`src/rtl/axi_arb_pkg.sv`:
```
// Shared types and response codes for the AXI4-Lite request arbiter.
// Also holds the slave-response to reported-code mapping.
package axi_arb_pkg;

  typedef enum logic [1:0] {IDLE, ISSUE, WAIT, RESP} state_t;

  localparam logic [1:0] RESP_OKAY    = 2'b00;
  localparam logic [1:0] RESP_SLVERR  = 2'b10;
  localparam logic [1:0] RESP_TIMEOUT = 2'b11;

  // Any non-OKAY slave response is reported to the requester as SLVERR.
  function automatic logic [1:0] map_resp(input logic [1:0] i_resp);
    return (i_resp == RESP_OKAY) ? RESP_OKAY : RESP_SLVERR;
  endfunction

endpackage

```
`src/rtl/rr_arbiter.sv`:
```
// Combinational round-robin pick: one-hot grant of the first set request
// found searching upward from i_ptr+1 with wrap-around.
module rr_arbiter #(
  parameter int unsigned N    = 4,
  parameter int unsigned PtrW = 2
) (
  input  logic [N-1:0]    i_req,
  input  logic [PtrW-1:0] i_ptr,
  output logic [N-1:0]    o_gnt
);

  logic [PtrW-1:0] w_idx;
  logic            w_found;

  always_comb begin
    o_gnt   = '0;
    w_found = 1'b0;
    w_idx   = i_ptr;
    for (int unsigned k = 0; k < N; k++) begin
      w_idx = (w_idx == PtrW'(N - 1)) ? '0 : w_idx + 1'b1;
      if (!w_found && i_req[w_idx]) begin
        o_gnt[w_idx] = 1'b1;
        w_found      = 1'b1;
      end
    end
  end

endmodule

```
`src/rtl/axi_req_arbiter.sv`:
```
// Shares one AXI4-Lite master command port among NREQ requesters, one
// transaction at a time, completing on the monitored B/R handshakes.
module axi_req_arbiter
  import axi_arb_pkg::*;
#(
  parameter int unsigned NREQ    = 4,
  parameter int unsigned ADDR_W  = 32,
  parameter int unsigned DATA_W  = 32,
  parameter int unsigned TIMEOUT = 256
) (
  input  logic                     clk,
  input  logic                     rst,
  input  logic [NREQ-1:0]          req_valid,
  output logic [NREQ-1:0]          req_ready,
  input  logic [NREQ-1:0]          req_we,
  input  logic [NREQ*ADDR_W-1:0]   req_addr,
  input  logic [NREQ*DATA_W-1:0]   req_wdata,
  output logic [NREQ-1:0]          resp_valid,
  output logic [DATA_W-1:0]        resp_rdata,
  output logic [1:0]               resp_code,
  output logic                     wr_en,
  output logic [ADDR_W-1:0]        wr_addr,
  output logic [DATA_W-1:0]        wr_data,
  output logic                     rd_en,
  output logic [ADDR_W-1:0]        rd_addr,
  input  logic [DATA_W-1:0]        rd_data,
  input  logic                     bvalid,
  input  logic                     bready,
  input  logic [1:0]               bresp,
  input  logic                     rvalid,
  input  logic                     rready,
  input  logic [1:0]               rresp,
  output logic                     busy,
  output logic                     timeout_flag
);

  localparam int unsigned PtrW = $clog2(NREQ);
  localparam int unsigned TmrW = $clog2(TIMEOUT);

  state_t              r_state;
  logic [PtrW-1:0]     r_rr_ptr;
  logic [PtrW-1:0]     r_idx;
  logic                r_we;
  logic [ADDR_W-1:0]   r_addr;
  logic [DATA_W-1:0]   r_wdata;
  logic [TmrW-1:0]     r_timer;
  logic                r_wr_en;
  logic                r_rd_en;
  logic [NREQ-1:0]     r_resp_valid;
  logic [DATA_W-1:0]   r_resp_rdata;
  logic [1:0]          r_resp_code;
  logic                r_timeout_flag;

  logic [NREQ-1:0]     w_gnt;
  logic [PtrW-1:0]     w_win_idx;
  logic                w_done;
  logic                w_expire;

  rr_arbiter #(
    .N    (NREQ),
    .PtrW (PtrW)
  ) u_rr_arbiter (
    .i_req (req_valid),
    .i_ptr (r_rr_ptr),
    .o_gnt (w_gnt)
  );

  always_comb begin
    w_win_idx = '0;
    for (int unsigned i = 0; i < NREQ; i++) begin
      if (w_gnt[i]) w_win_idx = PtrW'(i);
    end
  end

  // Only the channel matching the captured op can complete the transaction.
  assign w_done   = r_we ? (bvalid & bready) : (rvalid & rready);
  assign w_expire = (r_timer == TmrW'(TIMEOUT - 1));

  always_ff @(posedge clk or posedge rst) begin
    if (rst) begin
      r_state        <= IDLE;
      r_rr_ptr       <= PtrW'(NREQ - 1);
      r_idx          <= '0;
      r_we           <= 1'b0;
      r_addr         <= '0;
      r_wdata        <= '0;
      r_timer        <= '0;
      r_wr_en        <= 1'b0;
      r_rd_en        <= 1'b0;
      r_resp_valid   <= '0;
      r_resp_rdata   <= '0;
      r_resp_code    <= RESP_OKAY;
      r_timeout_flag <= 1'b0;
    end else begin
      case (r_state)
        IDLE: begin
          if (|req_valid) begin
            r_idx   <= w_win_idx;
            r_we    <= req_we[w_win_idx];
            r_addr  <= req_addr[w_win_idx*ADDR_W +: ADDR_W];
            r_wdata <= req_wdata[w_win_idx*DATA_W +: DATA_W];
            r_wr_en <= req_we[w_win_idx];
            r_rd_en <= !req_we[w_win_idx];
            r_state <= ISSUE;
          end
        end
        ISSUE: begin
          r_wr_en <= 1'b0;
          r_rd_en <= 1'b0;
          r_timer <= '0;
          r_state <= WAIT;
        end
        WAIT: begin
          if (w_done) begin
            r_resp_valid <= NREQ'(1) << r_idx;
            r_resp_rdata <= r_we ? '0 : rd_data;
            r_resp_code  <= map_resp(r_we ? bresp : rresp);
            r_state      <= RESP;
          end else if (w_expire) begin
            r_resp_valid   <= NREQ'(1) << r_idx;
            r_resp_rdata   <= '0;
            r_resp_code    <= RESP_TIMEOUT;
            r_timeout_flag <= 1'b1;
            r_state        <= RESP;
          end else begin
            r_timer <= r_timer + 1'b1;
          end
        end
        RESP: begin
          r_resp_valid <= '0;
          r_resp_rdata <= '0;
          r_resp_code  <= RESP_OKAY;
          r_rr_ptr     <= r_idx;
          r_state      <= IDLE;
        end
        default: r_state <= IDLE;
      endcase
    end
  end

  // Grant is combinational but suppressed while reset is held.
  assign req_ready    = (r_state == IDLE && !rst) ? w_gnt : '0;
  assign resp_valid   = r_resp_valid;
  assign resp_rdata   = r_resp_rdata;
  assign resp_code    = r_resp_code;
  assign wr_en        = r_wr_en;
  assign rd_en        = r_rd_en;
  assign wr_addr      = r_addr;
  assign rd_addr      = r_addr;
  assign wr_data      = r_wdata;
  assign busy         = (r_state != IDLE);
  assign timeout_flag = r_timeout_flag;

endmodule
```
`config.mk`:
```
export PLATFORM = sky130hd
export DESIGN_NAME = axi_req_arbiter
export DESIGN_NICKNAME = d
export VERILOG_FILES = /design/src/rtl/axi_arb_pkg.sv /design/src/rtl/rr_arbiter.sv /design/src/rtl/axi_req_arbiter.sv
export SDC_FILE = /design/constraint.sdc
export NUM_CORES = 1
export LEC_CHECK = 0
export CAP_MARGIN = 5
export CELL_PAD_IN_SITES_DETAIL_PLACEMENT = 1
export CELL_PAD_IN_SITES_GLOBAL_PLACEMENT = 1
export CORE_AREA = 2 2 174 176
export DETAILED_ROUTE_END_ITERATION = 16
export DIE_AREA = 0 0 176 178
export PLACE_DENSITY_LB_ADDON = 0.1
export SYNTH_ARGS = -nofsm -noshare
export SYNTH_HDL_FRONTEND = slang
export SYNTH_SLANG_ARGS = --single-unit
```
`constraint.sdc`:
```
create_clock -name clk -period 8.8 [get_ports clk]
set_input_delay 2.2 -clock clk [delete_from_list [all_inputs] [get_ports clk]]
set_output_delay 2.2 -clock clk [all_outputs]
set_load 0.005 [all_outputs]
```
# After elaboration in Yosys (flattened, before gate mapping)

Index checks and enable logic that the tools add are counted.

Bits in registers: 120
Input bits: 306

Add/subtract/negate cells: 5
$lt $le $gt $ge: 9
Eq/ne operators: 12
Shift-type cells: 3
Multiplexer cells: 56
Bitwise logic cells: 6
Reductions and logical operators: 26

Operator list:

| cell                                                              | number |
|---|---|
| indexed part select 128 x 8 -> 32 bit                             | 2 |
| 2-to-1 mux 32 bit                                                 | 3 |
| case mux 32 bit (2 select lines)                                  | 1 |
| 2-to-1 mux 4 bit                                                  | 7 |
| 2-to-1 mux 2 bit                                                  | 12 |
| 2-to-1 mux 1 bit                                                  | 16 |
| 2-to-1 mux 8 bit                                                  | 2 |
| case mux 8 bit (2 select lines)                                   | 1 |
| less-than comparator 2 x 3 -> 1 bit, second input constant        | 5 |
| == test 2 bit, second input constant                              | 6 |
| OR 4 bit                                                          | 3 |
| binary-select mux 1 bit (select 2 bit)                            | 5 |
| adder 2 x 1 -> 2 bit, second input constant                       | 4 |
| adder 8 x 1 -> 8 bit, second input constant                       | 1 |
| demux 1 bit (select 2 bit)                                        | 4 |
| == test 8 bit, second input constant                              | 1 |
| greater-or-equal comparator 2 x 1 -> 1 bit, second input constant | 4 |
| logical AND 1 bit                                                 | 8 |
| case mux 2 bit (4 select lines)                                   | 1 |
| case mux 4 bit (2 select lines)                                   | 1 |
| AND reduction 2 bit                                               | 4 |
| nonzero test 2 bit                                                | 4 |
| != test 2 bit, second input constant                              | 3 |
| AND reduction 3 bit                                               | 2 |
| other kinds (10)                                                  | 17 |

# Longest topological paths before layout

Gate-level depths: netlist of run 1.

Depth after elaboration: 22
Depth in mapped cells: 12
Depth with buffers taken out: 9

# Modules after synthesis

A second synthesis of run 1 with hierarchy kept.

Cell total of the unflattened synthesis: 835
Area, all modules: 7611.0 µm²

Modules (own cells, without submodules):

| module          | instances | cells each | area an instance (µm²) | seq. area each (µm²) |
|---|---|---|---|---|
| axi_req_arbiter | 1         | 794        | 7218.2                 | 3005.4 |
| rr_arbiter      | 1         | 41         | 392.9                  | 0.0 |

# Worst setup path after synthesis of run 1

No wires, ideal clock.

Path type: in2out
Start point: input port rst
End point: output port req_ready[0]
Data arrival time: 5354 ps
Required time: 6600 ps
Path slack: 1246 ps
Stages: 3
Buffers on the path: 0
Cell sequence: inv_1 -> nand2_1 -> a21oi_1

Word-level cells in the longest chain between the ends: 3

Ends and longest elaborated chain:

| element           | RTL line               | text |
|---|---|---|
| start, declared   | axi_req_arbiter.sv:12  | `input logic rst,` |
| logical NOT 1 bit | axi_req_arbiter.sv:142 | `assign req_ready = (r_state == IDLE && !rst) ? w_gnt : '0;` |
| logical AND 1 bit | axi_req_arbiter.sv:142 |  |
| 2-to-1 mux 4 bit  | axi_req_arbiter.sv:142 |  |
| end, declared     | axi_req_arbiter.sv:14  | `output logic [NREQ-1:0] req_ready,` |

Every way passes these cells.

# Final worst setup path of run 1

Start point: input port req_valid[2]
End point: output port req_ready[2]

Word-level cells in the longest chain between the ends: 13

Ends and longest elaborated chain:

| element                                | RTL line               | text |
|---|---|---|
| start, declared                        | axi_req_arbiter.sv:13  | `input logic [NREQ-1:0] req_valid,` |
| binary-select mux 1 bit (select 2 bit) | rr_arbiter.sv:21       | `if (!w_found && i_req[w_idx]) begin` |
| 2-to-1 mux 1 bit (not written as such) | rr_arbiter.sv:21       |  |
| 2-to-1 mux 1 bit                       | rr_arbiter.sv:21       |  |
| logical NOT 1 bit                      | rr_arbiter.sv:21       |  |
| logical AND 1 bit                      | rr_arbiter.sv:21       |  |
| 2-to-1 mux 1 bit                       | rr_arbiter.sv:21       |  |
| logical NOT 1 bit                      | rr_arbiter.sv:21       |  |
| logical AND 1 bit                      | rr_arbiter.sv:21       |  |
| 2-to-1 mux 1 bit                       | rr_arbiter.sv:21       |  |
| logical NOT 1 bit                      | rr_arbiter.sv:21       |  |
| logical AND 1 bit                      | rr_arbiter.sv:21       |  |
| 2-to-1 mux 4 bit (*)                   | rr_arbiter.sv:21       |  |
| 2-to-1 mux 4 bit (*)                   | axi_req_arbiter.sv:142 |  |

Every way passes the cells marked *; elsewhere a longest branch is shown, timed or not. The select of a mux whose other input is x is not followed.

==> results of run 1 <==
registers in the layout (all words and copies together), names as in the netlist:
signal        flops
rd_addr          32
resp_rdata       32
wr_data          32
r_timer           8
resp_valid        4
r_idx             2
r_rr_ptr          2
r_state           2
resp_code         2
r_we              1
rd_en             1
timeout_flag      1
wr_en             1
path summary, 6_finish.rpt:
| kind | slack, ps | start | end |
|---|---|---|---|
| max in group asynchronous | 5360 | rst | wr_data[19]$_DFFE_PP0P_ |
| worst max-delay path | 1290 | req_valid[2] | req_ready[2] |
| worst min-delay path | 470 | timeout_flag$_DFFE_PP0P_ | timeout_flag$_DFFE_PP0P_ |
| worst min register to register | 470 | timeout_flag$_DFFE_PP0P_ | timeout_flag$_DFFE_PP0P_ |
| min in group asynchronous | 2300 | rst | resp_rdata[27]$_DFFE_PP0P_ |
| worst max register to register | 4340 | r_rr_ptr[0]$_DFFE_PP1P_ | wr_data[23]$_DFFE_PP0P_ |
metrics by stage:
| step | util | setup WS (ps) |
|---|---|---|
| after floorplan | - | 1250 |
| after global placement | 0.426 | 1290 |
| after detailed placement | 0.426 | 1280 |
| after CTS | 0.446 | 1270 |
| after global routing | 0.446 | 1120 |
| final | 0.446 | 1290 |
final cells by class:
class / instances / area, um2 / area share
tap: 390 / 488 / 0.0372
inverter: 10 / 42.5 / 0.00325
sequential: 120 / 3010 / 0.229
clock buffer: 17 / 425 / 0.0325
timing repair buffer: 457 / 4550 / 0.347
clock inverter: 15 / 149 / 0.0114
antenna: 2 / 5.00 / 0.000382
multi-input combinational: 581 / 4440 / 0.339
Yosys cell counts (all sizes together) (3+ instances only):
| cell | n |
|---|---|
| inv | 10 |
| nor2b | 3 |
| and2 | 7 |
| o41ai | 3 |
| or2 | 3 |
| nand2 | 149 |
| and3 | 5 |
| nand2b | 7 |
| a21boi | 61 |
| clkbuf | 38 |
| o31ai | 7 |
| mux2i | 122 |
| o21ai | 58 |
| nor2 | 20 |
| ha | 13 |
| buf | 58 |
| o221ai | 60 |
| a31oi | 6 |
| dfrtp | 118 |
| nand3 | 10 |
| o21a | 3 |
| nor3 | 3 |
| a21oi | 7 |
cells by family after synthesis:
kind of cell / count (synthesis)
compound gates: 222
simple gates: 219
mux: 124
flops: 120
buf+inv: 106
fa+ha+maj: 13
xor+xnor: 3
metal layers:
layer | GRT usage | vias up | wire length, um
met5 | 0 | - | 0
met3 | 0.0554 | 17 | 2240
li1 | - | 3680 | -
met2 | 0.345 | 256 | 16000
met4 | 0.0472 | 0 | 274
met1 | 0.254 | 3654 | 13700
cells in the final DEF (no fill, tap or decap), drive strengths merged, types with 10 or more instances in the layout:
master and count:
inv 20, clkdlybuf4s50 447, dfrtp 118, mux2i 122
nand2 149, o21ai 58, a21boi 61, buf 10
clkbuf 17, nand3 10, nor2 20, o221ai 60
ha 13
worst max-delay path: stages:
cell	delay [ps]
clkdlybuf4s50_1	620
or4b_2	630
o21ai_0	130
and3b_1	260
o21ai_4	70
buf_4	310
and2_2	360
nor2_1	130
clkdlybuf4s50_1	580
power by group through the flow:
stage	clock, mW	sequential (mW)	combinational, mW
after global placement	0	0.980	3.03
after floorplan	0	0.959	2.02
after detailed placement	0	0.983	3.06
final	0.695	0.973	3.00
after global routing	0.739	1.01	3.28
after CTS	0.719	0.980	3.06
==> qor.csv, run 1 <==
metric;value;unit
status;completed;
fin_crit;7510;ps
p_int;2.61;mW
hold_ws;474;ps
antenna_found_initial;2;
row_count;63;
syn_to_final_growth;62.8;%
critical_path_class;in2out;
synth.distinct_cells;61;
root_buffer;clkbuf_16;
p_clk_frac;0.149;
die_width;176;um
initialDrtViolationCount;293;
cts_htree_levels;4;
worstHoldPathCells;1;
core_area;29400;um2
vias;7607;
cts_max_path_buffers;2;
worstRegToRegCells;11;
yosysTopAreaCellShare;0.367;
p_sw;2.06;mW
synth_seq_area_share;0.373;
rsz0062_at_grt;false;
grt_max_degree;79;
die_area;31300;um2
io_buffers;447;
post_drt_wl_per_cell;20.3;um
cp_data_arrival_time;5310;ps
power_frac_seq;0.209;
setup_viol;0;
route.detailed.drc;0;
grt_overflow;0;
start_kind;input port;
clock_skew;11.7;ps
synth-seq-cells;120;
maxSlewHeadroom;0.292;
instances_no_fill;1592;
syn_nets;1126;
drive_gt1_frac;0.108;
netlist_area;8050;um2
grt_pass1_wl;48300;um
synth_compound_area_frac;0.246;
period_share;0.853;
syn_avg_cell_area;9.98;um2
num-fill-cells;3285;
cts_setup_buffers;0;
tns;0;ps
p_per_area;356;nW/um2
clk_pin_slew;70;ps
synth_simple_gate_area_frac;0.120;
synth_async_sr_flop_share;1.00;
first_global_vias;7995;
maxCapViolations;0;
cts_made_buffers;17;
synth_warnings;0;
stdcell_area;13100;um2
power;4.66;mW
gp_congestion;0.817;
synth_fa_ha_area_frac;0.0202;
max_freq;0.133;GHz
vdd_ir_drop_max;0.394;mV
die_h;178;um
cts.sinks;120;
synth-xor-area-share;0.00326;
first_pass_iters;4;
endpoint_kind;primary output;
tightest_slew;1060;ps
cts_tree;built;
ctsHoldBuffers;0;
placed_area;12500;um2
hold_viol;0;
synth_edf_count;0;
fin_nets;1506;
grt_use_total;0.202;
leakagePower;5.08;nW
num_io_pins;448;
swShare;0.441;
routed_wl;32300;um
viasPerCell;4.78;
synthMuxAreaShare;0.154;
synthTopCellsByArea;dfrtp_1 (37%), mux2i_1 (15%), o221ai_2 (11%);
dp_hpwl;24100;um
clk_latency;420;ps
initial_core_util;0.274;
worstPathRequired;6600;ps
dp_cells;1558;
ctsResizeCount;0;
crit_fanout;62;
slew_violations;0;
syn_inst;807;
yosysTopAreaCell;dfrtp_1;
combPwrFrac;0.642;
ys_dominant_reg_cell;dfrtp_1;
synth_top_family_by_area;compound AO/OA/AOI/OAI gates;
ant_nets;0;
min_path_type;reg2reg;
Note: power is estimated with default switching activity, not from simulation.
==> run 2, diff against run 1 <==
- HOLD_SLACK_MARGIN: not set -> 0.05
==> results of run 2 <==
Same layout as run 1: the final DEF is identical, and so are final timing and power.
